## config.mk

```make
export PLATFORM = sky130hd
export DESIGN_NAME = ras
export DESIGN_NICKNAME = d
export VERILOG_FILES = /design/src/rtl/ras.sv
export SDC_FILE = /design/constraint.sdc
export NUM_CORES = 2
export LEC_CHECK = 0
export CAP_MARGIN = 40
export CELL_PAD_IN_SITES_DETAIL_PLACEMENT = 0
export CELL_PAD_IN_SITES_GLOBAL_PLACEMENT = 1
export CORE_MARGIN = 1
export CORE_UTILIZATION = 40
export CTS_BUF_LIST = sky130_fd_sc_hd__clkbuf_2
export DETAILED_ROUTE_END_ITERATION = 6
export PLACE_DENSITY_LB_ADDON = 0.25
export REMOVE_ABC_BUFFERS = 1
export SETUP_SLACK_MARGIN = 0.02
export SYNTH_ARGS = -nofsm -noshare
export SYNTH_HDL_FRONTEND = slang
export SYNTH_SLANG_ARGS = --single-unit
```

## constraint.sdc

```tcl
create_clock -name clock -period 3.7 [get_ports clock]
set_input_delay 0.74 -clock clock [delete_from_list [all_inputs] [get_ports clock]]
set_output_delay 0.74 -clock clock [all_outputs]
set_load 0.03 [all_outputs]
```

## src/rtl/ras.sv

```systemverilog
// Return address stack: a circular stack of predicted return targets.
// It also checkpoints and restores the top-of-stack on a retire-side flush.
module ras #(
  parameter int unsigned DEPTH = 16,
  parameter int unsigned PTRW  = 4
) (
  input  logic            clock,
  input  logic            reset_n,
  input  logic [63:0]     pc_f0_i,
  input  logic            btb_hit_f0_i,
  input  logic [2:0]      btb_brpos_f0_i,
  input  logic [1:0]      btb_rasctl_f0_i,
  input  logic            stall_f0_i,
  input  logic            flush_rt_i,
  input  logic [PTRW-1:0] ckpt_tos_rt_i,
  input  logic [PTRW:0]   ckpt_cnt_rt_i,
  output logic            ras_vld_f0_o,
  output logic [63:0]     ras_tar_f0_o,
  output logic [PTRW-1:0] ras_tos_f0_o,
  output logic [PTRW:0]   ras_cnt_f0_o,
  output logic            ras_ovf_o,
  output logic            ras_udf_o
);

  localparam int unsigned CW = PTRW + 1;
  localparam logic [CW-1:0] FULL = CW'(DEPTH);

  localparam logic [1:0] OP_PUSH = 2'b01;
  localparam logic [1:0] OP_POP  = 2'b10;
  localparam logic [1:0] OP_SWAP = 2'b11;

  logic [63:0]     entry_q [DEPTH];
  logic [PTRW-1:0] tos_q, tos_d;
  logic [CW-1:0]   cnt_q, cnt_d;
  logic            ovf_d, udf_d;
  logic            wr_en_c;
  logic [PTRW-1:0] wr_idx_c;
  logic [63:0]     ret_c;
  logic            op_v_c;
  logic            unused_pc_c;

  // Return address is the instruction after the branch slot; wraps at 2^64.
  always_comb ret_c = {pc_f0_i[63:5], btb_brpos_f0_i, 2'b00} + 64'd4;
  assign unused_pc_c = ^pc_f0_i[4:0];

  assign op_v_c = btb_hit_f0_i & ~stall_f0_i & ~flush_rt_i & (btb_rasctl_f0_i != 2'b00);

  // Next-state: a flush wins over any fetch-side operation.
  always_comb begin
    tos_d    = tos_q;
    cnt_d    = cnt_q;
    wr_en_c  = 1'b0;
    wr_idx_c = tos_q;
    ovf_d    = 1'b0;
    udf_d    = 1'b0;
    if (flush_rt_i) begin
      tos_d = ckpt_tos_rt_i;
      cnt_d = (ckpt_cnt_rt_i > FULL) ? FULL : ckpt_cnt_rt_i;
    end else if (op_v_c) begin
      case (btb_rasctl_f0_i)
        OP_PUSH: begin
          tos_d    = tos_q + PTRW'(1);
          wr_en_c  = 1'b1;
          wr_idx_c = tos_q + PTRW'(1);
          if (cnt_q == FULL) ovf_d = 1'b1;
          else               cnt_d = cnt_q + CW'(1);
        end
        OP_POP: begin
          if (cnt_q == '0) begin
            udf_d = 1'b1;
          end else begin
            tos_d = tos_q - PTRW'(1);
            cnt_d = cnt_q - CW'(1);
          end
        end
        OP_SWAP: begin
          wr_en_c = 1'b1;
          if (cnt_q == '0) cnt_d = CW'(1);
        end
        default: ;
      endcase
    end
  end

  always_ff @(posedge clock or negedge reset_n) begin
    if (!reset_n) begin
      tos_q     <= '0;
      cnt_q     <= '0;
      ras_ovf_o <= 1'b0;
      ras_udf_o <= 1'b0;
      for (int i = 0; i < int'(DEPTH); i++) entry_q[i] <= '0;
    end else begin
      tos_q     <= tos_d;
      cnt_q     <= cnt_d;
      ras_ovf_o <= ovf_d;
      ras_udf_o <= udf_d;
      if (wr_en_c) entry_q[wr_idx_c] <= ret_c;
    end
  end

  // Prediction outputs come from registered state only; no same-cycle bypass.
  assign ras_vld_f0_o = (cnt_q != '0);
  assign ras_tar_f0_o = ras_vld_f0_o ? entry_q[tos_q] : 64'd0;
  assign ras_tos_f0_o = tos_q;
  assign ras_cnt_f0_o = cnt_q;

endmodule
```

# Word level (Yosys, flattened, before mapping)
# Cells that the tools add are included.
dict set report totals {
  ff_bits 1035
  in_bits 83
}
dict set report classes {
  add_sub_neg 5
  magnitude_cmp 4
  n_eq_ne 7
  mux 32
  n_bitwise 7
  n_reduce_logical 10
}
# op n
set op_table {}
lappend op_table {{1024-bit bitwise mux} 1}
lappend op_table {{64-bit binary-select mux with 4-bit select} 1}
lappend op_table {{64-bit demux with 4-bit select} 1}
lappend op_table {{64-bit two-way mux} 4}
lappend op_table {{64-bit by 3-bit adder with 64-bit output, second input constant} 1}
lappend op_table {{5-bit two-way mux} 6}
lappend op_table {{4-bit two-way mux} 6}
lappend op_table {{5-bit case mux with 3 select lines} 1}
lappend op_table {{1-bit two-way mux} 11}
lappend op_table {{5-bit greater-or-equal comparator, second input constant} 2}
lappend op_table {{4-bit inverter with 5-bit output} 2}
lappend op_table {{3-bit inequality test, second input constant} 3}
lappend op_table {{4-bit case mux with 2 select lines} 1}
lappend op_table {{5-bit by 1-bit adder with 5-bit output, second input constant} 1}
lappend op_table {{5-bit equality test, second input constant} 1}
lappend op_table {{5-bit greater-than comparator, second input constant} 1}
lappend op_table {{5-bit zero test} 1}
lappend op_table {{5-bit by 1-bit < comparator with 1-bit output, second input constant} 1}
lappend op_table {{5-bit AND reduction} 1}
lappend op_table {{5-bit nonzero test} 1}
lappend op_table {{5-bit by 1-bit subtractor with 5-bit output, second input constant} 1}
lappend op_table {{4-bit by 1-bit adder with 4-bit output, second input constant} 1}
lappend op_table {{2-bit equality test, second input constant} 2}
lappend op_table {{2-bit nonzero test} 2}
lappend op_table {{9 further kinds} 12}

# Logic depth before layout (Yosys ltp)
dict set report depth {
  word_depth 12
  depth_mapped 12
  mapped_depth_nobuf 9
}

# Worst setup path after synthesis
# No wires, ideal clock.
dict set report synth_path {
  path_type {register to register}
  from {register tos_q[0] (netlist: ras_tos_f0_o[0])}
  to {register entry_q[700] (netlist name)}
  setup_time_ps 141
  t_arrival_ps 3687
  required_time_ps 3559
  slack_ps -128
  path_stages_with_launch 12
  path_buffers 5
  path_cell_list {dfrtp_1 clkbuf_1 clkbuf_1 buf_1 inv_1 ha_1 or3b_2 a21oi_1 and2_1 clkbuf_1 clkbuf_1 a31oi_1}
}
dict set report synth_between {
  elab_chain_cells 10
  elab_cells_between_ends 11
  cone_classes {1 x add/sub; 2 x order compare; 6 x mux; 1 x bitwise; 1 x reduce/logical}
}
# element line_no
set synth_rtl {}
lappend synth_rtl {{start: declaration} 33} ;# logic [PTRW-1:0] tos_q, tos_d;
lappend synth_rtl {{start signal: assignment} 93} ;# tos_q <= tos_d;
lappend synth_rtl {{4-bit by 1-bit adder with 4-bit output} 64} ;# wr_idx_c = tos_q + PTRW'(1);
lappend synth_rtl {{4-bit two-way mux} 60} ;# case (btb_rasctl_f0_i)
lappend synth_rtl {{4-bit two-way mux} 59} ;# end else if (op_v_c) begin
lappend synth_rtl {{4-bit two-way mux *} 56} ;# if (flush_rt_i) begin
lappend synth_rtl {{4-bit inverter with 5-bit output (not written as such) *} 97} ;# if (wr_en_c) entry_q[wr_idx_c] <= ret_c;
lappend synth_rtl {{5-bit greater-or-equal comparator (not written as such) / 5-bit by 1-bit < comparator with 1-bit output (equally long branches)} 97}
lappend synth_rtl {{1-bit logical AND (not written as such)} 97}
lappend synth_rtl {{64-bit two-way mux (not written as such)} 97}
lappend synth_rtl {{64-bit demux with 4-bit select *} 97}
lappend synth_rtl {{1024-bit bitwise mux *} 97}
lappend synth_rtl {{end signal: indexed assignment} 97}
lappend synth_rtl {{end: declaration} 32} ;# logic [63:0] entry_q [DEPTH];
# Every way passes the cells marked *; elsewhere a longest branch is shown, timed or not.
# A chain may end at the register's enable or synchronous reset.

# Worst setup path after layout
dict set report layout_path {
  from {register tos_q[0] (netlist: ras_tos_f0_o[0])}
  to {output ras_tar_f0_o[16]}
}
dict set report layout_between {
  elab_chain_cells 5
}
# element line_no
set layout_rtl {}
lappend layout_rtl {{4-bit inverter with 5-bit output (not written as such)} 103} ;# assign ras_tar_f0_o = ras_vld_f0_o ? entry_q[tos_q] : 64'd0;
lappend layout_rtl {{64-bit binary-select mux with 4-bit select} 103}
lappend layout_rtl {{64-bit two-way mux (not written as such) (2 in series)} 103}
lappend layout_rtl {{64-bit two-way mux} 103}
lappend layout_rtl {{end: declaration} 18} ;# output logic [63:0] ras_tar_f0_o,
# No other way between the ends. The select of a mux whose other input is x is not followed.

==> results by group <==
Final layout
  – Core Util, Final: between 40% and 50%
  – Nets: 4734
  – Synth-to-Final Area Change: 21.80%
  – Most frequent cells in the layout: dfrtp_1 (997), a21oi_1 (856), nand2_1 (439), clkbuf_2 (412), o21ai_0 (385)
  – Most common cell after layout, fill and taps aside: dfrtp_1
  – Layout cells sized above 1: 27.72%

Clocking
  – Clock buffer depth: 4
  – Reg clk slew, reported paths: 100 ps
  – Clock sink count: 1003
  – Latest clock arrival within the worst-skew pair: 1580 ps
  – CTS buffer count: 293
  – CTS root buf: clkbuf_2
  – H-tree Lvls: 5
  – CTS tree: built

Die
  – Die Width: ~340 µm
  – Initial Util: 40.30%
  – Row count: 125
  – Die Area: 118300 µm²
  – Die Ht: 343.9 µm
  – Placeable Area: 116000 µm²
  – I/O pin cnt: 159

Critical path
  – Critical path, cell by cell: buf_12 -> buf_12 -> buf_16 -> buf_12 -> buf_12 -> mux4_2 -> mux4_2 -> nor2b_1 -> buf_4
  – CP max stage cell: dfrtp_4
  – Crit path capture type: primary output
  – Reg2reg end: entry_q[186]$_DFFE_PN0P_
  – Worst Path Max Fanout: 8
  – R2R Path Start: ras_tos_f0_o[1]$_DFFE_PN0P_
  – Most used cell, CP: buf_12
  – Setup Crit Path Kind: reg -> out
  – Arr. time, crit path: 4010 ps
  – R2r setup slk: 390 ps
  – CP startpoint kind: flip-flop
  – Crit path required time: 2960 ps
  – Crit path max-delay family: multiplexers
  – Crit path buf inv count: 6
  – Worst R2R Path Depth: 9
  – Largest stage delay on the critical path: 520 ps

Synth
  – Number of enable flip-flop cells after synthesis: 0
  – Ys Warns: 0
  – Netlist cell types: roughly 70
  – Sequential share of the synthesized area: between 50% and 60%
  – Synth Area per Inst: 11.09 µm²
  – FF+latch count, synth: 1003
  – Synth Flop Type: dfrtp_1
  – Post-synth ARST share: 100.0%
  – Synth Cell Area: 46760 µm²
  – Post-Syn Instances: 4218

STA
  – Slew Limit Fails: 0
  – Unrepaired setup endpoints after global routing: yes
  – Post-layout min period: 4754 ps
  – Final period utilization: 128.5%
  – Hold slack: 135.5 ps
  – Skew final: about 120 ps
  – Slew HR: just over 30%
  – Final WS setup: -1054 ps
  – Setup violators final: 63
  – Worst-Margin Slew: ~1000 ps
  – Fmax: 0.2104 GHz
  – Hold Fails Final Rpt: 0
  – TNS Setup: -55530 ps

Power
  – Seq pwr share: 49.2%
  – Sw Ratio: 31.59%
  – Leak: 25.16 nW
  – Maximum vdd drop: 0.0002343 V
  – Net Switching: 0.008471 W
  – Pwr dens: 470.8 nW/µm²
  – Internal Power: 0.01834 W
  – Combinational Power Share: 21.7%
  – Clk pwr share: 29.0%
  – Overall Power: 0.02682 W

Worst hold path
  – WHS Endpoint: entry_q[59]$_DFFE_PN0P_
  – Hold Path Class: in -> reg
  – Hold path cells: 4
  – Hold Path Origin: pc_f0_i[59]

Detailed routing
  – WL final: around 160000 µm
  – DRC Markers: 0
  – DR iter-0 viols: 3527
  – DRT Pass-1 Iters: 5
  – Avg WL per Cell: 25.59 µm
  – Routed via count: 37396
  – Post-route ant nets: 0
  – Via-to-Cell Ratio: 5.894

GRT
  – All-Layer GR Usage: 27.74%
  – Antenna violations before repair: 9
  – Grt ovf: 0
  – Largest net degree at the start of global routing: 81
  – Vias in the first global route: 37809
  – First-pass GRT wire length: 245400 µm

Placed design
  – DP HPWL: 98900 µm
  – Number of port buffers: 151
  – Pre-CTS worst setup slack: -24.70 ps
  – Gpl congestion: 0.8847

Job
  – Max Cap Violations: 0

Run status
  – Failing checks: negative setup slack
  – Status: finished with violations
==> synthesized netlist by cell type, types with 15 or more instances <==
library cell / count / area [µm²]
dfrtp_1: 1003 / 25100
a21oi_1: 860 / 4304
nand2_1: 439 / 1648
o21ai_0: 385 / 1927
clkbuf_1: 370 / 1389
mux4_2: 310 / 6982
a31oi_1: 199 / 1245
nor2_1: 120 / 450.4
nor2b_1: 63 / 394.1
buf_1: 42 / 157.7
buf_2: 37 / 185.2
nand3_1: 35 / 175.2
nand4_1: 35 / 219.0
xnor2_1: 34 / 297.8
inv_1: 25 / 93.84
a31oi_2: 20 / 250.2
or4_1: 20 / 150.1
xor2_1: 19 / 166.4
nor4_1: 18 / 112.6
nor3_1: 15 / 75.07
==> per-stage QoR <==
step	instance area [µm²]	cells
floorplan	45000	3766
global placement	52510	5777
detailed placement	52520	5778
finish	56960	6345
CTS	56510	6322
global route	56950	6341
==> final cells by class <==
| cell class | instances | area (µm²) |
|---|---|---|
| Fill cell | 10796 | 59090 |
| Clock inverter | 50 | 250.2 |
| Tap cell | 1524 | 1907 |
| Clock buffer | 412 | 2062 |
| Sequential cell | 1003 | 25110 |
| Multi-Input combinational cell | 2738 | 20330 |
| Inverter | 25 | 101.3 |
| Antenna cell | 13 | 32.53 |
| Timing Repair Buffer | 580 | 7167 |
==> worst max path at each step <==
stage / depth (start not counted) / endpoint / start
6_report: 9 / ras_tar_f0_o[16] / ras_tos_f0_o[0]$_DFFE_PN0P_
3_5_place_dp: 10 / entry_q[183]$_DFFE_PN0P_ / btb_rasctl_f0_i[0]
4_1_cts: 9 / ras_tar_f0_o[24] / ras_tos_f0_o[0]$_DFFE_PN0P_
2_1_floorplan: 6 / entry_q[195]$_DFFE_PN0P_ / ras_tos_f0_o[0]$_DFFE_PN0P_
5_1_grt: 9 / ras_tar_f0_o[24] / ras_tos_f0_o[0]$_DFFE_PN0P_
3_3_place_gp: 10 / entry_q[183]$_DFFE_PN0P_ / btb_rasctl_f0_i[0]
==> metal layers <==
metal	vias to the layer above	routed length (µm)	GRT usage, %
met4	6	4049	8.665
met5	-	46	0
met1	19046	71930	40.98
li1	16452	-	-
met3	259	13670	5.666
met2	1633	72700	41.05
==> sequential cells by signal, summed over array words and instances, names as in the netlist <==
register / cells
entry_q: 992
ras_udf_o: 1
ras_cnt_f0_o: 5
ras_tos_f0_o: 4
ras_ovf_o: 1
==> cell families (layout without fill, tap and decap cells) <==
group / Yosys count / after routing / synth area share [%]
AOI/OAI and AO/OA: 1524 / 1524 / 17.50
DFF: 1003 / 1003 / 53.67
and+or+nand+nor: 820 / 820 / 8.214
buffers and inverters: 478 / 1067 / 3.984
muxes: 329 / 329 / 15.36
xor gates and xnor gates: 53 / 53 / 0.9927
adders and majority gates: 10 / 10 / 0.2676
other: 1 / 15 / 0.008019
==> repair_timing <==
action / 4_1_cts / 5_1_grt
cloned: 22 / 3
pin swaps: 1 / 1
setup endpoints to repair: 67 / 65
endpoints found under the hold margin: 1002 / 0
hold buffers: 21 / 0
gates resized for setup: 183 / 94
setup buffers: 40 / 13
==> power by group through the flow <==
stage,Clock [W],Combinational (W),Sequential [W]
after floorplan,0,0.00334,0.0134
after global placement,0,0.00511,0.0134
after detailed placement,0,0.00520,0.0134
after CTS,0.00801,0.00571,0.0132
after global routing,0.00857,0.00634,0.0134
final,0.00779,0.00582,0.0132
==> worst min-delay path, delay by kind of cell <==
kind	cells	cell delay [ps]
buf+inv	2	670
compound gates	2	170
Power figures use the tool's default switching activity.
